$ cat src/rtl/hazard_scoreboard.sv
// hazard_scoreboard
//   Decode-stage register scoreboard and issue interlock for the segre
//   in-order pipeline. It tracks every in-flight register write and counts
//   down the cycles until that result reaches a bypass point. It holds the
//   ID instruction while a source cannot be forwarded yet, or while a
//   destination still has an unknown-latency write outstanding. Hazard
//   stall cycles are counted for performance analysis.
//
// Ports
//   clk_i, rst_i              clock, synchronous active-high reset
//   id_valid_i                valid instruction in ID
//   id_rs1_i/id_rs2_i         source indices; id_rs*_used_i marks a real read
//   id_rd_i, id_rd_we_i       destination index and write enable
//   id_lat_i                  cycles after issue until bypassable (all-ones = unknown)
//   ex_stall_i                back-end freeze: counters hold, nothing issues
//   flush_i                   ID instruction squashed this cycle
//   wb_valid_i, wb_rd_i       register write retiring at WB
//   kill_valid_i, kill_rd_i   squashed unknown-latency producer
//   id_stall_o                hold ID (combinational from state and inputs)
//   busy_o                    per-register busy bits (registered)
//   stall_cnt_o               hazard stall cycle counter (registered, wraps)
module hazard_scoreboard #(
  parameter int unsigned NUM_REGS = 32,
  parameter int unsigned LAT_W    = 3
) (
  input  logic                clk_i,
  input  logic                rst_i,
  input  logic                id_valid_i,
  input  logic [4:0]          id_rs1_i,
  input  logic [4:0]          id_rs2_i,
  input  logic                id_rs1_used_i,
  input  logic                id_rs2_used_i,
  input  logic [4:0]          id_rd_i,
  input  logic                id_rd_we_i,
  input  logic [LAT_W-1:0]    id_lat_i,
  input  logic                ex_stall_i,
  input  logic                flush_i,
  input  logic                wb_valid_i,
  input  logic [4:0]          wb_rd_i,
  input  logic                kill_valid_i,
  input  logic [4:0]          kill_rd_i,
  output logic                id_stall_o,
  output logic [NUM_REGS-1:0] busy_o,
  output logic [31:0]         stall_cnt_o
);

  localparam int unsigned IDX_W   = 5;
  localparam int unsigned CNT_W   = 32;
  localparam logic [LAT_W-1:0] LAT_UNKNOWN = '1;

  // Scoreboard state
  logic [NUM_REGS-1:0] busy_q, busy_d;
  logic [LAT_W-1:0]    cnt_q [NUM_REGS];
  logic [LAT_W-1:0]    cnt_d [NUM_REGS];
  logic [CNT_W-1:0]    stall_cnt_q, stall_cnt_d;

  logic rs1_not_ready;
  logic rs2_not_ready;
  logic raw_hazard;
  logic waw_hazard;
  logic issue;
  logic count_stall;

  // Operand readiness: x0 and idle entries are always ready, and a busy
  // entry becomes forwardable once its countdown reaches zero.
  always_comb begin
    rs1_not_ready = id_rs1_used_i && (id_rs1_i != '0) &&
                    busy_q[id_rs1_i] && (cnt_q[id_rs1_i] != '0);
    rs2_not_ready = id_rs2_used_i && (id_rs2_i != '0) &&
                    busy_q[id_rs2_i] && (cnt_q[id_rs2_i] != '0);
  end

  // Hazard detection and issue decision
  always_comb begin
    raw_hazard  = id_valid_i && (rs1_not_ready || rs2_not_ready);
    // A second write must not overtake an outstanding unknown-latency one,
    // otherwise its WB could clear the newer entry.
    waw_hazard  = id_valid_i && id_rd_we_i && (id_rd_i != '0) &&
                  busy_q[id_rd_i] && (cnt_q[id_rd_i] == LAT_UNKNOWN);
    id_stall_o  = raw_hazard || waw_hazard || ex_stall_i;
    issue       = id_valid_i && !id_stall_o && !flush_i;
    count_stall = (raw_hazard || waw_hazard) && !ex_stall_i && !flush_i;
  end

  // Next-state for every entry; later assignments take priority:
  // countdown < retire/kill clear < new issue.
  always_comb begin
    busy_d = busy_q;
    cnt_d  = cnt_q;
    for (int unsigned r = 1; r < NUM_REGS; r++) begin
      if (!ex_stall_i && busy_q[r] && (cnt_q[r] != '0) &&
          (cnt_q[r] != LAT_UNKNOWN)) begin
        cnt_d[r] = cnt_q[r] - LAT_W'(1);
      end
      if ((wb_valid_i && (wb_rd_i == IDX_W'(r))) ||
          (kill_valid_i && (kill_rd_i == IDX_W'(r)))) begin
        busy_d[r] = 1'b0;
        cnt_d[r]  = '0;
      end
      if (issue && id_rd_we_i && (id_rd_i == IDX_W'(r))) begin
        busy_d[r] = 1'b1;
        cnt_d[r]  = id_lat_i;
      end
    end
    // x0 is never recorded
    busy_d[0] = 1'b0;
    cnt_d[0]  = '0;
  end

  // Hazard stall counter, wraps at 2^32
  always_comb begin
    stall_cnt_d = stall_cnt_q;
    if (count_stall) begin
      stall_cnt_d = stall_cnt_q + CNT_W'(1);
    end
  end

  // State registers
  always_ff @(posedge clk_i) begin
    if (rst_i) begin
      busy_q      <= '0;
      cnt_q       <= '{default: '0};
      stall_cnt_q <= '0;
    end else begin
      busy_q      <= busy_d;
      cnt_q       <= cnt_d;
      stall_cnt_q <= stall_cnt_d;
    end
  end

  assign busy_o      = busy_q;
  assign stall_cnt_o = stall_cnt_q;

endmodule

$ cat config.mk
export PLATFORM = sky130hd
export DESIGN_NAME = hazard_scoreboard
export DESIGN_NICKNAME = d
export VERILOG_FILES = /design/src/rtl/hazard_scoreboard.sv
export SDC_FILE = /design/constraint.sdc
export NUM_CORES = 1
export LEC_CHECK = 0
export BUFFER_PORTS_ARGS = -buffer_cell sky130_fd_sc_hd__buf_2
export CORE_ASPECT_RATIO = 1.5
export CORE_MARGIN = 3
export CORE_UTILIZATION = 51
export DETAILED_ROUTE_END_ITERATION = 10
export PLACE_DENSITY = 0.7
export SETUP_SLACK_MARGIN = 0.1
export SYNTH_ARGS = -nofsm -noshare
export SYNTH_HDL_FRONTEND = slang
export SYNTH_SLANG_ARGS = --single-unit
$ cat constraint.sdc
create_clock -name clk_i -period 3.75 [get_ports clk_i]
set_input_delay 0 -clock clk_i [delete_from_list [all_inputs] [get_ports clk_i]]
set_output_delay 0 -clock clk_i [all_outputs]
set_load 0.005 [all_outputs]
# After elaboration in Yosys (flattened, before gate mapping)
# Index checks and enable logic that the tools add are counted.
# op_classes
add_sub_neg	32
mul	0
div_mod_pow	0
n_lt_le_gt_ge	6
n_eq_ne	125
shift	0
mux	170
bitwise_logic	3
reduce_logical	337
# ops
operator	n
$mux W3	99
$eq A5 B5 Y1 const B	48
$logic_and A1 B1 Y1	202
$reduce_bool A3 Y1	64
$eq A5 B4 Y1 const B	24
$ne A3 B3 Y1 const B	31
$sub A3 B1 Y3 const B	31
$mux W1	65
$reduce_bool A2 Y1	31
$eq A5 B3 Y1 const B	12
$bmux W3 S5	3
$logic_or A1 B1 Y1	34
$add A32 B1 Y32 const B	1
$eq A5 B2 Y1 const B	6
$ge A6 B6 Y1 const B	3
$lt A5 B6 Y1 const B	3
$not A5 Y6	3
$bmux W1 S5	3
$eq A5 B1 Y1 const B	3
$reduce_bool A5 Y1	3
$eq A3 B3 Y1 const B	1
$logic_not A1 Y1	3
# totals
reg_bits	160
latchBits	0
mem_bits_rw	0
rom_bits	0
input_bits	38
wordCells	738
n_memories	0

# Depth between registers and ports, before layout
# Gate-level depths: netlist (run 1).
# logic_depth
ltp_word	16
mapped_depth	15
mapped_depth_nobuf	9

# Least setup slack after synthesis (run 1)
# Ideal clock, no wire load.
# synth_timing
path_type	reg2reg
start	register busy_q[15] (netlist: busy_o[15])
end	register cnt_q[57] in the netlist's numbering
setup_ns	0.132
t_arrival_ns	2.973
required_ns	3.618
slack_ns	0.644
path_stages_with_launch	12
synth_period_minus_slack_ns	3.106
cell_sequence	dfxtp_1 -> mux4_2 -> and3_4 -> a2111oi_4 -> nor3_1 -> or4_1 -> buf_2 -> nor4_4 -> buf_6 -> buf_12 -> nand4b_4 -> mux2i_1
# synth_between
elab_chain_len	14
word_cells_on_any_way	23
classes_between	mux (7); reduce/logical (16)
# synth_rtl
item	line	source
from (decl)	52	logic [NUM_REGS-1:0] busy_q, busy_d;
from (signal assigned)	125	busy_q <= busy_d;
$bmux W1 S5, on equally long branches	68, 70	
$mux W1, on equally long branches	68, 70	
$logic_and A1 B1 Y1, on equally long branches	67, 69	
$logic_and A1 B1 Y1, on equally long branches	68, 70	
$logic_or A1 B1 Y1	75	raw_hazard = id_valid_i && (rs1_not_ready || rs2_not_ready);
$logic_and A1 B1 Y1	75	
$logic_or A1 B1 Y1 (*) (2 in series)	80	id_stall_o = raw_hazard || waw_hazard || ex_stall_i;
$logic_not A1 Y1 (*)	81	issue = id_valid_i && !id_stall_o && !flush_i;
$logic_and A1 B1 Y1 (*) (2 in series)	81	
$logic_and A1 B1 Y1 (*) (2 in series)	100	if (issue && id_rd_we_i && (id_rd_i == IDX_W'(r))) begin
$reduce_bool A3 Y1 (no line) or $mux W3 (tied branches)	-	
to (signal assigned)	126	cnt_q <= cnt_d;
to (decl)	53	logic [LAT_W-1:0] cnt_q [NUM_REGS];
# Mark *: on every way between the ends. The rest lies on a longest branch, timed or not. The select of a mux whose other input is x is not followed.
# A chain may end at the register's enable or synchronous reset.

# Final worst setup path (run 1)
# layout_timing
start	register cnt_q[72] in the netlist's numbering
end	register stall_cnt_q[31] (netlist: stall_cnt_o[31])
# layout_between
elab_chain_len	10
word_cells_on_any_way	20
classes_between	eq/ne (1); mux (9); reduce/logical (10)
# layout_rtl
item	line	source
$bmux W3 S5, on equally long branches	68, 70	
$mux W3, on equally long branches (2 in series)	68, 70	
$reduce_bool A3 Y1, on equally long branches	68, 70	
$logic_and A1 B1 Y1, on equally long branches	68, 70	
$logic_or A1 B1 Y1	75	
$logic_and A1 B1 Y1	75	
$logic_or A1 B1 Y1 (*)	82	count_stall = (raw_hazard || waw_hazard) && !ex_stall_i && !flush_i;
$logic_and A1 B1 Y1 (*) (2 in series)	82	
to (signal assigned)	127	stall_cnt_q <= stall_cnt_d;
to (decl)	55	logic [CNT_W-1:0] stall_cnt_q, stall_cnt_d;
# Marks and branches as above.

==> flow_summary.ini, run 1 <==
[floorplan]
coreArea_um2 = 23900
die_h_um = 198
die_w_um = 134
row_count = 69
die_area_um2 = 26500
initial_core_util = 0.524
io_pins = 103

[timing]
worst_pin_slew_ns = 1.06
period_share = 0.933
max_freq_mhz = 286
min_period_ns = 3.50
final_max_slew_viol_count = 0
skew_ns = 0.0114
setup_viol = 0
slew_headroom = 0.284
hold_viol = 0
setup_tns_ns = 0
rsz0062_at_grt = false

[global_routing]
grt_pass1_wl_um = 63700
overflow = 0
grt_pass1_vias = 11600
grt_max_degree = 72
globalRouteTotalUtil = 0.307
antenna_found_initial = 0

[power_and_ir_drop]
p_leak_uw = 0.00606
peakVddDrop_v = 0.000301
power_density_nw_per_um2 = 278

[clock_network]
clk_path_buf_depth = 2
clk_latency_ns = 0.44
cts.sinks = 156
cts_tree = yes
clk_pin_slew_ns = 0.07
cts.htree.levels = 4
cts_hold_buf = 0
cts_buffers = 17
clockRootBuffer = clkbuf_16

[detailed_routing]
dr.pass1.iters = 5
drc_errors = 0
drt-vias-per-instance = 6.29
antenna_left = 0
drt_iter0_drc = 852
route.vias.total = 11700
totalWireLength_um = 41300
wl_per_cell_um = 22.3

[synth]
synthesis.yosys.warnings = 0
syn_area_um2 = 12500
synth_nets = 1565
synth_top_flop_cell = dfxtp_1
ys_seq_elements = 156
synthArstFlopShare = 0
synth-edff-count = 0
yosysSeqAreaShare = 0.249
avgSynthCellArea_um2 = 8.74
synth_cells = 1433
synth.distinct_cells = 77

[worst_setup_path]
cp.required_ns = 4.07
crit_slowest_cell = or4b_2
path_class = flip-flop to flip-flop
rr_startpoint = cnt_q[72]
cp_max_fo = 5
startpoint_type = flip-flop
critPathCaptureType = flip-flop
crit_start = cnt_q[72]
path_cells = nor3_1, a2111oi_2, nor4_1, or4b_2, a21oi_1, nor4_1, a2111oi_2, buf_4, nor3b_1, mux2_2
slowest_delay_ns = 0.64
cp.arrival_ns = 3.82

[final_layout]
n_antenna_cell = 0
drive_above_1_share = 0.196
final_common_cell = nand2_1
final_cells = 1855
num-nets-final = 1655
mostFrequentLayoutCells = 167 x nand2_1, 156 x dfxtp_1, 133 x mux2i_1
area_delta_synth_final_pct = 12.6

[hold_path]
hold_start = rst_i
hp-class = input pin to flip-flop

[placement]
port_buffers = 101
dp.cells = 1815
dp_hpwl_um = 30400
place_congestion = 1.04

[outcome]
status = finished, final reports clean

[flow_run]
max_cap_viol_count = 0
==> sequential cells by signal (all words and copies together), names as in the netlist <==
register and flops:
stall_cnt_o 32, busy_o 31, cnt_q 93
==> power breakdown <==
part,switching (uW),leakage [uW],internal [uW],total (uW)
sequential,3.34,0.00126,1660,1660
combinational,296,0.00451,129,426
clock,759,0.000294,1070,1830
total,1060,0.00606,2860,3910
==> path summary, 6_finish.rpt <==
kind | end | slack (ns) | cells after the start
worst max-delay path | stall_cnt_o[31] | 0.25 | 10
worst min-delay path | stall_cnt_o[15] | 0.13 | 2
worst max register to register | stall_cnt_o[31] | 0.25 | 10
worst min register to register | stall_cnt_o[29] | 0.50 | 2
==> cell type report <==
class	instances	area, um2
clock buffer	19	443
clock inverter	13	164
fill	2152	9810
inverter	115	432
multi-input combinational	1069	8520
sequential	156	3120
tap	319	399
timing repair buffer	164	1020
==> critical path, delay by kind of cell, from the launching register on <==
kind | cells | cell delay [ns]
DFF | 1 | 0.42
AOI/OAI and AO/OA | 3 | 1.07
buffers and inverters | 1 | 0.20
muxes | 1 | 0.36
and+or+nand+nor | 5 | 1.32
==> cells in the mapped netlist, types with 29 or more instances <==
cell type,instances,share of area
nor3_1,29,0.012
dfxtp_1,156,0.25
xnor2_1,64,0.045
mux2i_1,133,0.11
nor2_1,66,0.020
o211ai_1,35,0.021
clkbuf_1,50,0.015
ha_1,94,0.094
inv_1,114,0.034
a21oi_1,60,0.024
o22ai_1,33,0.016
nand2_1,167,0.050
==> metal layers <==
layer  part of all wire  routed length (um)  GRT usage
met2               0.49               20100      0.535
met4              0.083                3420      0.218
met3              0.070                2910     0.0529
met1               0.36               14900      0.337
met5                  0                   0          0
==> kinds of logic (layout without fill, tap and decap cells) <==
family | count (synthesis) | in the layout | share of synthesized area
buffers and inverters | 208 | 311 | 0.0725
AO/OA/AOI/OAI | 248 | 248 | 0.141
adder cells (fa/ha/maj) | 94 | 94 | 0.0939
other | 1 | 1 | 0.000300
AND/OR/NAND/NOR | 478 | 478 | 0.226
multiplexers | 176 | 176 | 0.167
flip-flops | 156 | 156 | 0.249
XOR/XNOR | 72 | 72 | 0.0504
==> timing repair <==
item,CTS,global route
setup buffers,0,8
gates resized for setup,1,8
hold endpoints to repair,0,0
endpoints found under the setup margin,1,72
gates cloned,0,0
pin swaps,0,1
==> per-stage QoR <==
step	instance area (um2)	util	hold slack [ns]	worst slack (ns)	power, uW
after CTS	14000	0.586	0.116	0.173	3910
after detailed placement	13400	0.560	0.336	0.0922	2100
after global placement	13400	0.560	0.348	0.144	2100
after floorplan	12500	-	0.114	0.644	1950
after global routing	14100	0.590	0.148	0.0395	4000
final	14100	0.590	0.131	0.250	3910
Power figures use the tool's default switching activity.
==> run 2, diff against run 1 <==
--- a/config.mk
+++ b/config.mk
@@ -11,6 +11,7 @@
 export CORE_UTILIZATION = 51
 export DETAILED_ROUTE_END_ITERATION = 10
 export PLACE_DENSITY = 0.7
+export RECOVER_POWER = 50
 export SETUP_SLACK_MARGIN = 0.1
 export SYNTH_ARGS = -nofsm -noshare
 export SYNTH_HDL_FRONTEND = slang
==> run 2 against run 1 <==
- register-to-register slack improved by 0.03 ns
- first-iteration DRC count rose by 4.3%
- sequential share of layout area rose by 0.38 points
- combinational power is 4% lower
- maximum frequency up 0.87%
- sequential power is essentially flat
- clock power is essentially flat
- non-clock buffer count is the same
- total power down 0.33%
- setup slack better by 0.030 ns
- global-route usage unchanged
- die area stayed put
- critical path type unchanged
- critical endpoint is now stall_cnt_o[26]
- largest cell class unchanged
==> flow_summary.ini, run 2 (synthesized netlist as in run 1, its figures left out) <==
[clock_network]
clk_pin_slew_ns = 0.07
cts_tree = yes
cts_hold_buf = 0
clk_latency_ns = 0.44
clk_path_buf_depth = 2
cts.htree.levels = 4
cts_buffers = 17
clockRootBuffer = clkbuf_16
cts.sinks = 156

[floorplan]
row_count = 69
die_h_um = 198
io_pins = 103
initial_core_util = 0.524
coreArea_um2 = 23900
die_area_um2 = 26500
die_w_um = 134

[final_layout]
drive_above_1_share = 0.166
area_delta_synth_final_pct = 10.7
final_common_cell = nand2_1
mostFrequentLayoutCells = 167 x nand2_1, 156 x dfxtp_1, 133 x mux2i_1
final_cells = 1855
num-nets-final = 1655
multi_input_area_um2 = 8340
n_antenna_cell = 0
fin_area_um2 = 13900
seqCellArea_um2 = 3120
largest_reg_flops = 93
top_register = cnt_q
fill_cells = 2195

[flow_run]
max_cap_viol_count = 0

[power_and_ir_drop]
peakVddDrop_v = 0.000303
internal_power_uw = 2850
swShare = 0.269
pwr-share-seq = 0.426
p_clk_frac = 0.469
power_density_nw_per_um2 = 281
power_frac_comb = 0.105
p_leak_uw = 0.00579
switching_power_uw = 1050

[detailed_routing]
antenna_left = 0
route.vias.total = 11700
drt-vias-per-instance = 6.29
drt_iter0_drc = 889
wl_per_cell_um = 22.3
drc_errors = 0
totalWireLength_um = 41300
dr.pass1.iters = 5

[timing]
worst_pin_slew_ns = 1.05
min_period_ns = 3.47
hold_viol = 0
period_share = 0.925
final_max_slew_viol_count = 0
max_freq_mhz = 288
whs_ns = 0.125
rsz0062_at_grt = false
slew_headroom = 0.296
setup_viol = 0
setup_tns_ns = 0
skew_ns = 0.0103

[worst_setup_path]
rrSetupSlack_ns = 0.28
path_class = flip-flop to flip-flop
cp_max_fo = 15
cp.required_ns = 4.12
crit_start = cnt_q[72]
rr_startpoint = cnt_q[72]
reg2regPathDepth = 11
startpoint_type = flip-flop
critPathCaptureType = flip-flop
worstReg2RegEnd = stall_cnt_o[26]
cp.arrival_ns = 3.84

[global_routing]
globalRouteTotalUtil = 0.307
grt_max_degree = 72
overflow = 0
antenna_found_initial = 0
grt_pass1_wl_um = 63700
grt_pass1_vias = 11600

[placement]
dp.cells = 1815
dp_hpwl_um = 30400
port_buffers = 101
place_congestion = 1.04
placed_area_um2 = 13400

[hold_path]
hold_start = rst_i
hp-class = input pin to flip-flop
hold_path_depth = 2
hold-path-endpoint = stall_cnt_o[15]

[outcome]
status = finished, final reports clean
==> run 2: changes by cell type in the layout (fill, tap and decap cells not counted), moves of 3 or more <==
| cell | delta |
|---|---|
| clkbuf_1 | +33 |
| nand4_1 | +9 |
| nand4b_1 | +3 |
| nand4_4 | -9 |
| nand4b_4 | -3 |
| buf_2 | -28 |
| clkbuf_4 | +3 |
| buf_4 | -10 |
==> run 2: cell type report <==
| class | count | area share |
|---|---|---|
| Clock inverter | 13 | 0.0118 |
| Timing Repair Buffer | 164 | 0.0694 |
| Tap cell | 319 | 0.0288 |
| Clock buffer | 19 | 0.0320 |
| Inverter | 115 | 0.0311 |
| Multi-Input combinational cell | 1069 | 0.602 |
| Sequential cell | 156 | 0.225 |
==> run 2: power groups by stage <==
stage          sequential (uW)  clock [uW]  combinational (uW)
5_1_grt                   1660        1900                 426
4_1_cts                   1660        1850                 405
6_report                  1660        1830                 411
3_3_place_gp              1700           0                 403
2_1_floorplan             1700           0                 255
3_5_place_dp              1700           0                 403
==> run 2: what timing repair did <==
item,in CTS,in global routing
pin swaps,0,1
setup endpoints to repair,1,72
buffers inserted,0,8
resized for setup,1,8
==> run 2: stage by stage <==
| step | setup slack [ns] | util | power, uW |
|---|---|---|---|
| 2_1_floorplan | 0.644 | - | 1950 |
| 3_3_place_gp | 0.144 | 0.560 | 2100 |
| 3_5_place_dp | 0.0922 | 0.560 | 2100 |
| 4_1_cts | 0.173 | 0.586 | 3910 |
| 5_1_grt | 0.0248 | 0.580 | 3990 |
| 6_report | 0.280 | 0.580 | 3900 |
==> run 2: critical path, cell delays in order, from the launching register on <==
cell and delay, ns:
dfxtp_1 0.42, nor3_1 0.12, a2111oi_2 0.49, nor4_1 0.14
or4b_2 0.64, a21oi_1 0.23, or4_1 0.25, buf_4 0.17
o211ai_1 0.09, clkbuf_2 0.24, or4_1 0.44, a21oi_1 0.15
==> run 2: metal layers <==
| layer | vias to the layer above | track usage | share of wire |
|---|---|---|---|
| met5 | - | 0 | 0 |
| met4 | 0 | 0.218 | 0.084 |
| met3 | 198 | 0.0529 | 0.069 |
| met2 | 562 | 0.535 | 0.48 |
| met1 | 5581 | 0.337 | 0.36 |
| li1 | 5321 | - | - |
==> run 2: worst max-delay path by stage <==
stage | end | cells past startpoint
final | stall_cnt_o[26] | 11
after global routing | stall_cnt_o[26] | 11
after CTS | stall_cnt_o[31] | 10
after detailed placement | stall_cnt_o[31] | 10
after global placement | stall_cnt_o[31] | 10
after floorplan | cnt_q[57] | 11
==> run 3, diff against run 2 <==
--- a/config.mk
+++ b/config.mk
@@ -10,9 +10,11 @@
 export CORE_MARGIN = 3
 export CORE_UTILIZATION = 51
 export DETAILED_ROUTE_END_ITERATION = 10
+export MAX_ROUTING_LAYER = met4
 export PLACE_DENSITY = 0.7
 export RECOVER_POWER = 50
 export SETUP_SLACK_MARGIN = 0.1
 export SYNTH_ARGS = -nofsm -noshare
 export SYNTH_HDL_FRONTEND = slang
 export SYNTH_SLANG_ARGS = --single-unit
+export TNS_END_PERCENT = 1
==> run 3 against run 2 <==
- clock skew increased by 0.0045 ns
- clock-buffer cell count decreased by 2
- total power decreased by 1.4%
- highest routed layer unchanged
==> flow_summary.ini, run 3 (synthesized netlist as in run 1, its figures left out) <==
[power_and_ir_drop]
p_leak_uw = 0.00561
pwr-share-seq = 0.432
peakVddDrop_v = 0.000314
power_frac_comb = 0.105
p_clk_frac = 0.463
internal_power_uw = 2770
power_density_nw_per_um2 = 280
swShare = 0.280
switching_power_uw = 1080

[hold_path]
hold_start = rst_i
hp-class = input pin to flip-flop

[worst_setup_path]
rrSetupSlack_ns = 0.19
path_delay_family = simple AND/OR/NAND/NOR gates
path_class = flip-flop to flip-flop
cp_max_fo = 15
crit_end = stall_cnt_o[22]
cp.depth = 11
slowest_delay_ns = 0.64
worstReg2RegEnd = stall_cnt_o[22]
startpoint_type = flip-flop
crit_slowest_cell = or4b_2
critPathCaptureType = flip-flop
cp.arrival_ns = 3.93
crit_start = cnt_q[54]
reg2regPathDepth = 11
cp.required_ns = 4.12
rr_startpoint = cnt_q[54]
cp_num_buf_inv = 2
path_cells = nor3_1, a2111oi_1, nor4_2, or4b_2, a21oi_1, or4_1, buf_4, o211ai_1, clkbuf_2, or4_1, a21oi_1

[final_layout]
n_antenna_cell = 0
mostFrequentLayoutCells = 167 x nand2_1, 156 x dfxtp_1, 133 x mux2i_1
largest_reg_flops = 93
area_delta_synth_final_pct = 9.73
num-nets-final = 1640
top_register = cnt_q
final_common_cell = nand2_1
drive_above_1_share = 0.156

[timing]
worst_pin_slew_ns = 1.01
period_share = 0.950
hold_viol = 0
setup_tns_ns = 0
whs_ns = 0.130
rsz0062_at_grt = true
slew_headroom = 0.321
final_max_slew_viol_count = 0
skew_ns = 0.0149
min_period_ns = 3.56
max_freq_mhz = 281
setup_viol = 0

[global_routing]
globalRouteTotalUtil = 0.319
grt_max_degree = 79
grt_pass1_wl_um = 63700
antenna_found_initial = 0
grt_pass1_vias = 11400
overflow = 0

[placement]
port_buffers = 101
dp_hpwl_um = 30000
place_congestion = 1.08

[detailed_routing]
wl_per_cell_um = 22.4
antenna_left = 0
route.vias.total = 11700
drt-vias-per-instance = 6.37
totalWireLength_um = 41200
drt_iter0_drc = 951
dr.pass1.iters = 5
drc_errors = 0

[clock_network]
clk_pin_slew_ns = 0.07
clockRootBuffer = clkbuf_16
clk_path_buf_depth = 2
cts_buffers = 17
cts.sinks = 156
clk_latency_ns = 0.45
cts_tree = yes
cts.htree.levels = 4

[floorplan]
die_h_um = 198
io_pins = 103
coreArea_um2 = 23900
die_w_um = 134
row_count = 69
die_area_um2 = 26500
initial_core_util = 0.524

[flow_run]
max_cap_viol_count = 0

[outcome]
status = finished, final reports clean
-- run 3: cell types whose count changed in the layout (fill, tap and decap cells not counted), moves of 2 or more --
cell	delta
nand4_1	-5
a2111oi_2	-2
clkbuf_4	-3
a2111oi_0	+2
inv_6	+3
buf_4	-9
nand4b_4	-4
nand4_4	+5
buf_2	-3
nand4b_1	+4
-- run 3: layout make-up --
cell class / count / area, um2
clock buffer: 17 / 425
clock inverter: 15 / 163
fill: 2230 / 10200
inverter: 115 / 432
multi-input combinational: 1069 / 8330
sequential: 156 / 3120
tap: 319 / 399
timing repair buffer: 149 / 866
-- run 3: power groups by stage --
stage	Clock, uW	Combinational, uW	Sequential, uW
finish	1780	405	1660
floorplan	0	255	1700
global route	1860	420	1660
global placement	0	399	1700
detailed placement	0	401	1700
CTS	1790	402	1660
-- run 3: repair_timing --
| item | 4_1_cts | 5_1_grt |
|---|---|---|
| hold buffers | 0 | 0 |
| setup buffers | 0 | 2 |
| setup endpoints to repair | 0 | 77 |
| gates resized for setup | 0 | 3 |
-- run 3: how the worst min path moves through the flow --
stage | endpoint | slack [ns] | depth (start not counted)
detailed placement | id_stall_o | 0.34 | 4
finish | stall_cnt_o[17] | 0.13 | 2
global route | stall_cnt_o[16] | 0.16 | 2
global placement | id_stall_o | 0.34 | 4
CTS | stall_cnt_o[16] | 0.13 | 2
floorplan | id_stall_o | 0.11 | 2
-- run 3: worst register-to-register path: cells and delay by family, from the launching register on --
family	cells	cell delay, ns
compound gates	4	1.04
simple gates	5	1.57
flops	1	0.43
buf+inv	2	0.44
-- run 3: metal layers --
| layer | track usage | routed length [um] | up-vias |
|---|---|---|---|
| met5 | - | 0 | - |
| met3 | 0.0506 | 2740 | 225 |
| met1 | 0.351 | 15300 | 5592 |
| met2 | 0.525 | 19700 | 607 |
| li1 | - | - | 5305 |
| met4 | 0.223 | 3440 | 0 |
-- run 3: through the flow --
stage	util	cells	cell area [um2]	total power, uW	setup slack [ns]
after floorplan	-	1433	12500	1950	0.644
after global placement	0.558	1806	13300	2100	0.303
after detailed placement	0.558	1806	13300	2100	0.203
after CTS	0.583	1838	13900	3860	0.181
after global routing	0.574	1840	13700	3940	0.0673
final	0.574	1840	13700	3850	0.187
